**config.mk**
```make
export PLATFORM = sky130hd
export DESIGN_NAME = controlador_execucao
export DESIGN_NICKNAME = d
export VERILOG_FILES = /design/src/rtl/pkg_processador.sv /design/src/rtl/sincroniza_botao.sv /design/src/rtl/controlador_execucao.sv
export SDC_FILE = /design/constraint.sdc
export NUM_CORES = 1
export LEC_CHECK = 0
export ABC_AREA = 1
export ABC_CLOCK_PERIOD_IN_PS = 1800
export CAP_MARGIN = 30
export CORE_MARGIN = 3
export CORE_UTILIZATION = 49
export DETAILED_ROUTE_END_ITERATION = 10
export HOLD_SLACK_MARGIN = 0.12
export PLACE_DENSITY = 0.85
export SYNTH_ARGS = -nofsm -noshare
export SYNTH_HDL_FRONTEND = slang
export SYNTH_HIERARCHICAL = 1
export SYNTH_SLANG_ARGS = --single-unit
```
**constraint.sdc**
```tcl
create_clock -name clk -period 1.8 [get_ports clk]
set_input_delay 0.36 -clock clk [delete_from_list [all_inputs] [get_ports clk]]
set_output_delay 0.36 -clock clk [all_outputs]
set_load 0.005 [all_outputs]
```
**src/rtl/pkg_processador.sv**
```systemverilog
// Shared definitions for the single-cycle processor: sequencer states,
// program counter width and the opcode constants decoded upstream.
package pkg_processador;

    localparam int unsigned PC_W     = 6;
    localparam int unsigned ESTADO_W = 3;
    localparam int unsigned OPC_W    = 4;

    // Sequencer states; encodings are visible on the debug LEDs
    typedef enum logic [ESTADO_W-1:0] {
        IDLE      = 3'd0,
        RUN       = 3'd1,
        PASSO     = 3'd2,
        ESPERA_IO = 3'd3,
        HALT      = 3'd4
    } estado_t;

    // Opcodes seen by the instruction decoder
    localparam logic [OPC_W-1:0] OPC_NOP = 4'h0;
    localparam logic [OPC_W-1:0] OPC_JMP = 4'hA;
    localparam logic [OPC_W-1:0] OPC_CLR = 4'hC;
    localparam logic [OPC_W-1:0] OPC_RIO = 4'hD;

endpackage

```
**src/rtl/sincroniza_botao.sv**
```systemverilog
// Step pushbutton conditioner: two-flop synchroniser followed by a registered
// rising-edge detector. One single-cycle pulse per press, however long held.
// Ports:
//   clk, rst  - clock, synchronous active-high reset
//   botao     - raw asynchronous button level
//   pulso     - one-cycle pulse, high after the third edge following the rise
module sincroniza_botao (
    input  logic clk,
    input  logic rst,
    input  logic botao,
    output logic pulso
);

    logic s1;
    logic s2;
    logic s3;

    // s1/s2 resolve metastability; s3 holds the previous synchronised level
    always_ff @(posedge clk) begin
        if (rst) begin
            s1    <= 1'b0;
            s2    <= 1'b0;
            s3    <= 1'b0;
            pulso <= 1'b0;
        end else begin
            s1    <= botao;
            s2    <= s1;
            s3    <= s2;
            pulso <= s2 & ~s3;
        end
    end

endmodule

```
**src/rtl/controlador_execucao.sv**
```systemverilog
// Fetch/execute sequencer. Owns the program counter and a single execute
// strobe that gates every architectural write. Supports continuous run,
// single-step from a pushbutton and a stall for the external-input (RIO)
// instruction.
// Ports:
//   clk, rst        - clock, synchronous active-high reset
//   start           - leaves IDLE/HALT and begins execution
//   modo_passo      - 1 = single-step, 0 = continuous
//   botao_passo     - raw step pushbutton
//   Write_Pc        - load pc with endereco_Salto
//   endereco_Salto  - jump target
//   clear           - reset instruction, pc to 0
//   externo         - current instruction reads external input
//   io_valido       - external input data valid
//   pc              - instruction memory address
//   exec_en         - execute strobe (combinational)
//   io_req          - request to external input source (combinational)
//   estado          - current state encoding
//   contador_instr  - saturating executed-instruction count
module controlador_execucao
    import pkg_processador::*;
#(
    parameter int unsigned PROG_LAST = 63,
    parameter int unsigned WRAP      = 1,
    parameter int unsigned CNT_W     = 16
) (
    input  logic                clk,
    input  logic                rst,
    input  logic                start,
    input  logic                modo_passo,
    input  logic                botao_passo,
    input  logic                Write_Pc,
    input  logic [PC_W-1:0]     endereco_Salto,
    input  logic                clear,
    input  logic                externo,
    input  logic                io_valido,
    output logic [PC_W-1:0]     pc,
    output logic                exec_en,
    output logic                io_req,
    output logic [ESTADO_W-1:0] estado,
    output logic [CNT_W-1:0]    contador_instr
);

    estado_t          estado_q;
    estado_t          estado_d;
    logic [PC_W-1:0]  pc_d;
    logic             pulso;
    logic             ultimo;

    sincroniza_botao u_sincroniza_botao (
        .clk   (clk),
        .rst   (rst),
        .botao (botao_passo),
        .pulso (pulso)
    );

    assign ultimo = (pc == PC_W'(PROG_LAST));
    assign estado = estado_q;

    // Next state, execute strobe, I/O request and next pc
    always_comb begin
        estado_d = estado_q;
        exec_en  = 1'b0;
        io_req   = 1'b0;
        pc_d     = pc;

        case (estado_q)
            IDLE: begin
                if (start) begin
                    estado_d = modo_passo ? PASSO : RUN;
                end
            end
            RUN: begin
                // An RIO instruction stalls before executing
                if (externo) begin
                    estado_d = ESPERA_IO;
                end else begin
                    exec_en = 1'b1;
                    if (modo_passo) begin
                        estado_d = PASSO;
                    end
                end
            end
            PASSO: begin
                if (pulso && externo) begin
                    estado_d = ESPERA_IO;
                end else begin
                    exec_en = pulso;
                    if (!modo_passo) begin
                        estado_d = RUN;
                    end
                end
            end
            ESPERA_IO: begin
                // Step pulses are ignored here; only io_valido completes
                io_req = 1'b1;
                if (io_valido) begin
                    exec_en  = 1'b1;
                    estado_d = modo_passo ? PASSO : RUN;
                end
            end
            HALT: begin
                if (start) begin
                    pc_d     = '0;
                    estado_d = modo_passo ? PASSO : RUN;
                end
            end
            default: begin
                estado_d = IDLE;
            end
        endcase

        // pc only moves on an executed instruction; clear beats jump
        if (exec_en) begin
            if (clear) begin
                pc_d = '0;
            end else if (Write_Pc) begin
                pc_d = endereco_Salto;
            end else if (ultimo) begin
                if (WRAP != 0) begin
                    pc_d = '0;
                end else begin
                    estado_d = HALT;
                end
            end else begin
                pc_d = pc + PC_W'(1);
            end
        end
    end

    // State, pc and saturating instruction counter
    always_ff @(posedge clk) begin
        if (rst) begin
            estado_q       <= IDLE;
            pc             <= '0;
            contador_instr <= '0;
        end else begin
            estado_q <= estado_d;
            pc       <= pc_d;
            if (exec_en && (contador_instr != '1)) begin
                contador_instr <= contador_instr + CNT_W'(1);
            end
        end
    end

endmodule

```
* Word level (Yosys, flattened, before mapping) *
Index checks and enable logic that the tools add are counted.

word-level totals
  latch bits = 0
  RAM bits = 0
  memories kept = 0
  memory bits (read-only) = 0
  word-level logic and storage cells = 48
  output and inout bits = 27
  register bits after elaboration = 29

operators by class
  eq/ne operators = 10
  multiplexer cells = 19
  add/sub/neg operators = 2
  bitwise logic cells = 2
  $lt $le $gt $ge = 0
  reduce and logical (&&, ||, !) cells = 8
  shift-type cells = 0
  multiply operators = 0
  div/mod/pow operators = 0

operators with widths
  kind                                                                   count
  6-bit two-way mux                                                      6
  3-bit two-way mux                                                      6
  16-bit by 1-bit adder with 16-bit output, second input constant        1
  16-bit != test, second input constant                                  1
  3-bit case mux with 4 select lines                                     1
  6-bit by 1-bit adder with 6-bit output, second input constant          1
  3-bit by 2-bit equality test with 1-bit output, second input constant  2
  6-bit equality test, second input constant                             1
  3-bit != test, second input constant                                   2
  1-bit two-way mux                                                      4
  4-bit AND reduction                                                    1
  2-bit nonzero test                                                     2
  3-bit by 1-bit equality test with 1-bit output, second input constant  1
  3-bit equality test, second input constant                             1
  3-bit zero test                                                        1
  1-bit case mux with 3 select lines                                     1
  1-bit logical AND                                                      2
  2-bit two-way mux                                                      1
  2-bit by 1-bit != test with 1-bit output, second input constant        1
  2-bit != test, second input constant                                   1
  2-bit AND reduction                                                    1
  2-bit OR reduction                                                     1
  1-bit bitwise AND                                                      1
  1-bit inverter                                                         1

* Logic depth before layout (Yosys ltp) *
  depth after elaboration = 5
  mapped depth = 10
  depth with buffers taken out = 9

* Hierarchy *
Netlist, hierarchy kept.

modules (own cells, without submodules)
  module                cells each  times used  area an instance (µm²)
  controlador_execucao  248         1           1,621.6
  sincroniza_botao      12          1           115.1

* Worst setup path after synthesis *
OpenSTA, ideal clock, no wires.

  path kind = reg-to-reg
  from = reg contador_instr[0]
  to = reg contador_instr[13]
  library setup time = 0.115 ns
  arrival = 1.451 ns
  path buffers = 1
  clock period less this slack = 1.566 ns
  stages on the path, launching flop included = 10
  slack = 0.234 ns
  data required time = 1.685 ns
  path through = dfxtp_1 > ha_1 > inv_1 > nor2_4 > nand2_4 > nor2_2 > nor2_4 > buf_6 > a21oi_1 > nor2_1

on the way
  longest elaborated chain between the ends = 2

ends and longest elaborated chain
  element                                                                                           RTL line                     RTL
  start: declaration                                                                                controlador_execucao.sv:41   output logic [CNT_W-1:0] contador_instr
  start signal: assignment                                                                          controlador_execucao.sv:141  contador_instr <= contador_instr + CNT_W'(1);
  parallel branches: the longest is 2 deep, another holds 16-bit by 1-bit adder with 16-bit output  -

Parallel ways; which one is timed is not known.
A chain may end at the register's enable or synchronous reset.

* Worst setup path after layout *
  from = reg estado_q[0], in the netlist estado[0]
  to = out exec_en

on the way
  longest elaborated chain between the ends = 2

ends and longest elaborated chain
  element                                                                                                                  RTL line                     RTL
  start: declaration                                                                                                       controlador_execucao.sv:44   estado_t estado_q;
  start signal: assignment                                                                                                 controlador_execucao.sv:138  estado_q <= estado_d;
  3-bit by 2-bit equality test with 1-bit output / 3-bit by 1-bit equality test with 1-bit output (equally long branches)  controlador_execucao.sv:67   case (estado_q)
  1-bit case mux with 3 select lines (*)                                                                                   controlador_execucao.sv:67
  end: declaration                                                                                                         controlador_execucao.sv:38   output logic exec_en,

Every way passes the cells marked *; elsewhere a longest branch is shown, timed or not.

==> parameters.txt <==
Parameter                              Value

Cells and area
  Final non-filler cell area ... 2360 um^2
  Area of the multi-input gates ... 1080 um^2
  Fill cell instance count of the final layout ... 260
  Synth-to-layout area growth ... 36.1%
  Final net count ... 338
  Share of final-layout standard cells stronger than drive strength 1 ... 0.185
  Final design utilization ... 0.738
  Number of diodes ... 0
  Flip-flop and latch area ... between 500 and 600 um^2

Synthesis
  Proportion of netlist area held by the largest area contributor ... 0.323
  Synthesized net count ... between 200 and 300
  Post-synth EDFFs ... 0
  Post-synthesis instance area ... ~1700 um^2
  Most area-consuming cells after synthesis ... dfxtp_1 (32%), nand2_1 (19%), nor2_1 (6.3%), ha_1 (5.0%), a21oi_1 (4.3%)
  Post-synth cell types ... 26
  Share of synthesized cell area in and, or, nand and nor gates ... 0.376
  Flop and latch count out of synthesis ... 28
  Sequential share of the synthesized area ... 0.323
  Main combinational cell family by area after synthesis ... simple AND/OR/NAND/NOR gates
  Post-synthesis compound-gate area fraction ... 0.127
  Synth Flop Type ... dfxtp_1
  Ranking of synthesized cells by instance count ... nand2_1 (87), nor2_1 (29), dfxtp_1 (28)
  Share of synthesized registers carrying an async set or reset ... 0
  Most used standard cell by instance count after synthesis ... nand2_1
  Synthesized instance count ... 260
  Yosys warns ... 6
  Cell taking the most area after synthesis ... dfxtp_1
  Mux share of post-synthesis cell area ... 0
  Adder-Cell Fraction of Synth Area ... 0.0504
  Xor-xnor portion of the synthesized cell area ... 0.0403
  Average size of a mapped cell ... between 6 and 7 um^2

Critical path
  Type of destination of the critical path ... output port
  Max stage delay on crit path ... 0.43 ns
  Data required time of the critical path ... 1.44 ns
  Crit path max-delay cell type ... dfxtp_4
  Cells along the critical path ... inv_4 -> ha_4 -> nand3_1 -> nand3_2 -> nand2_2 -> inv_2 -> clkbuf_2
  Class of the most critical setup path ... flip-flop to output port
  Largest delay contributor family on the critical path ... flip-flops
  Buffer and inverter count on the worst path ... 3
  Arrival time of data at the critical path endpoint ... 1.35 ns
  Max Fanout on Critical Path ... 4
  Kind of launch point of the worst setup path ... flip-flop

GRT
  Initial antenna violation count ... 0
  Remaining Overflow, GRT ... 0
  Via count of the first global-routing pass ... 1744
  Pin count of the biggest net entering global routing ... 17
  First-pass GRT wire length ... 7280 um
  Total global-route track usage ... 0.208

Timing
  Setup repair after global routing missed its margin ... no
  Minimum setup slack in the final design ... 0.0949 ns
  Minimum clock period ... 1.71 ns
  Final clock skew ... 0.00362 ns
  Setup_tns ... 0 ns
  Fmax ... about 590 MHz
  Portion of the clock cycle consumed by the worst path in the final layout ... 0.947
  Setup Viol. Count Final ... 0
  Max-slew violations ... 0
  Worst hold margin ... just over 0.4 ns
  Final hold violations ... 0

Clock tree
  CTS Root Buffer Type ... clkbuf_4
  Hold bufs inserted after CTS ... 0
  Latest clock arrival within the worst-skew pair ... roughly 0.32 ns
  # H-tree levels ... 1
  Buffer depth of the longest clock path ... 2
  TritonCTS clock tree ... done
  TritonCTS Sinks ... 28
  Number of buffers inserted during clock tree synthesis ... 3
  Clock edge transition at the registers on the reported setup and hold paths ... 0.15 ns

Route
  DRC violation count after routing ... 0
  Final WL ... 4190 um
  Remaining antenna violation count after routing ... 0
  Vias per Instance ... 5.08
  DR pass1 iterations ... 5
  Violation count after the first detailed-routing iteration ... ~150
  Detail-routed net length per standard cell ... 11.7 um
  Via count of the routed design ... roughly 1800

Floorplanning
  Vertical die dimension ... 65.5 um
  Number of placement rows ... 20
  Number of top-level pins ... 42
  Die Span X ... roughly 66 um
  Starting utilization of the core area ... 0.542
  Area of the core ... roughly 3200 um^2
  Total die area ... between 4000 and 5000 um^2

Placement
  Post-placement setup slack ... -0.231 ns
  Routability congestion estimate from global placement ... 0.820
  Cell area after placement ... approximately 2300 um^2
  Hpwl dp ... approximately 3200 um
  Count of input and output buffers ... 40

Power and ir drop
  Max rail drop VDD ... 691 uV
  Static leakage ... about 0.9 nW
  Power per unit of standard cell area ... 685 nW/um^2

Status
  Result of the run ... complete, no violations

Flow run
  Maximum capacitance violations ... 0

Worst hold path
  Min-delay worst type ... flip-flop to flip-flop
-- area by class of cell --
type	count	share of cell area
multi-input cells	202	0.458
flip-flops and latches	28	0.241
repair buffers	57	0.228
inverters	24	0.0402
well taps	44	0.0233
clock buffers	3	0.00953
-- power by group --
part | internal, W | leakage, nW | total [W] | switching (W)
Clock | 0.0000784 | 0.0138 | 0.000257 | 0.000179
Combinational | 0.000311 | 0.680 | 0.000626 | 0.000315
Sequential | 0.000671 | 0.228 | 0.000737 | 0.0000660
Total | 0.00106 | 0.922 | 0.00162 | 0.000560
-- final timing paths --
| path | start | end | slack [ns] | cells past startpoint |
|---|---|---|---|---|
| max | estado[0] | exec_en | 0.09 | 7 |
| min | u_sincroniza_botao/s3 | u_sincroniza_botao/pulso | 0.41 | 1 |
| max reg2reg | estado[0] | pc[0] | 0.14 | 11 |
| min reg2reg | u_sincroniza_botao/s3 | u_sincroniza_botao/pulso | 0.41 | 1 |
-- cell families after synthesis --
group / Yosys count
simple gates: 149
compound gates: 37
buf+inv: 30
flops: 28
xor+xnor: 8
fa+ha+maj: 7
other cells: 1
-- cell usage in the layout (no fill, tap or decap), drive strengths merged --
cell type,count
conb,1
a22oi,1
nand3,15
clkdlybuf4s50,38
dfxtp,28
ha,7
o21ai,12
or2,1
dlymetal6s2s,1
clkbuf,4
buf,17
xnor2,5
nor2,35
a21oi,23
xor2,3
o21bai,1
nand4,4
nand2,94
inv,24
-- through the flow --
| step | cells | total power, W |
|---|---|---|
| CTS | 357 | 0.00160 |
| global placement | 353 | 0.00125 |
| floorplan | 260 | 0.00102 |
| detailed placement | 353 | 0.00127 |
| finish | 358 | 0.00162 |
| global route | 358 | 0.00171 |
-- flip-flops by register name (all words and copies together) (netlist names) --
register	cells
u_sincroniza_botao/pulso	1
pc	6
u_sincroniza_botao/s2	1
contador_instr	16
u_sincroniza_botao/s3	1
u_sincroniza_botao/s1	1
estado	2
-- timing repair --
action / CTS / global route
endpoints found under the setup margin: 2 / 4
setup buffers: 1 / 1
pin swaps: 1 / 1
gates resized for setup: 17 / 5
-- routing by layer --
layer	vias to the layer above	global-route usage	wire, um
met3	6	0.0376	217
met5	-	0	0
met4	0	0.0596	62
met1	839	0.261	1940
li1	928	-	-
met2	44	0.363	1960
-- worst reg2reg max path: stages (launching register included) --
cell	delay (ns)
dfxtp_4	0.40
inv_4	0.08
ha_4	0.13
nand3_1	0.08
nand3_2	0.07
nand2_2	0.07
buf_4	0.13
buf_4	0.16
nor2_1	0.13
buf_4	0.15
nand2_1	0.06
a21oi_1	0.13
(Power assumes the default switching activity.)
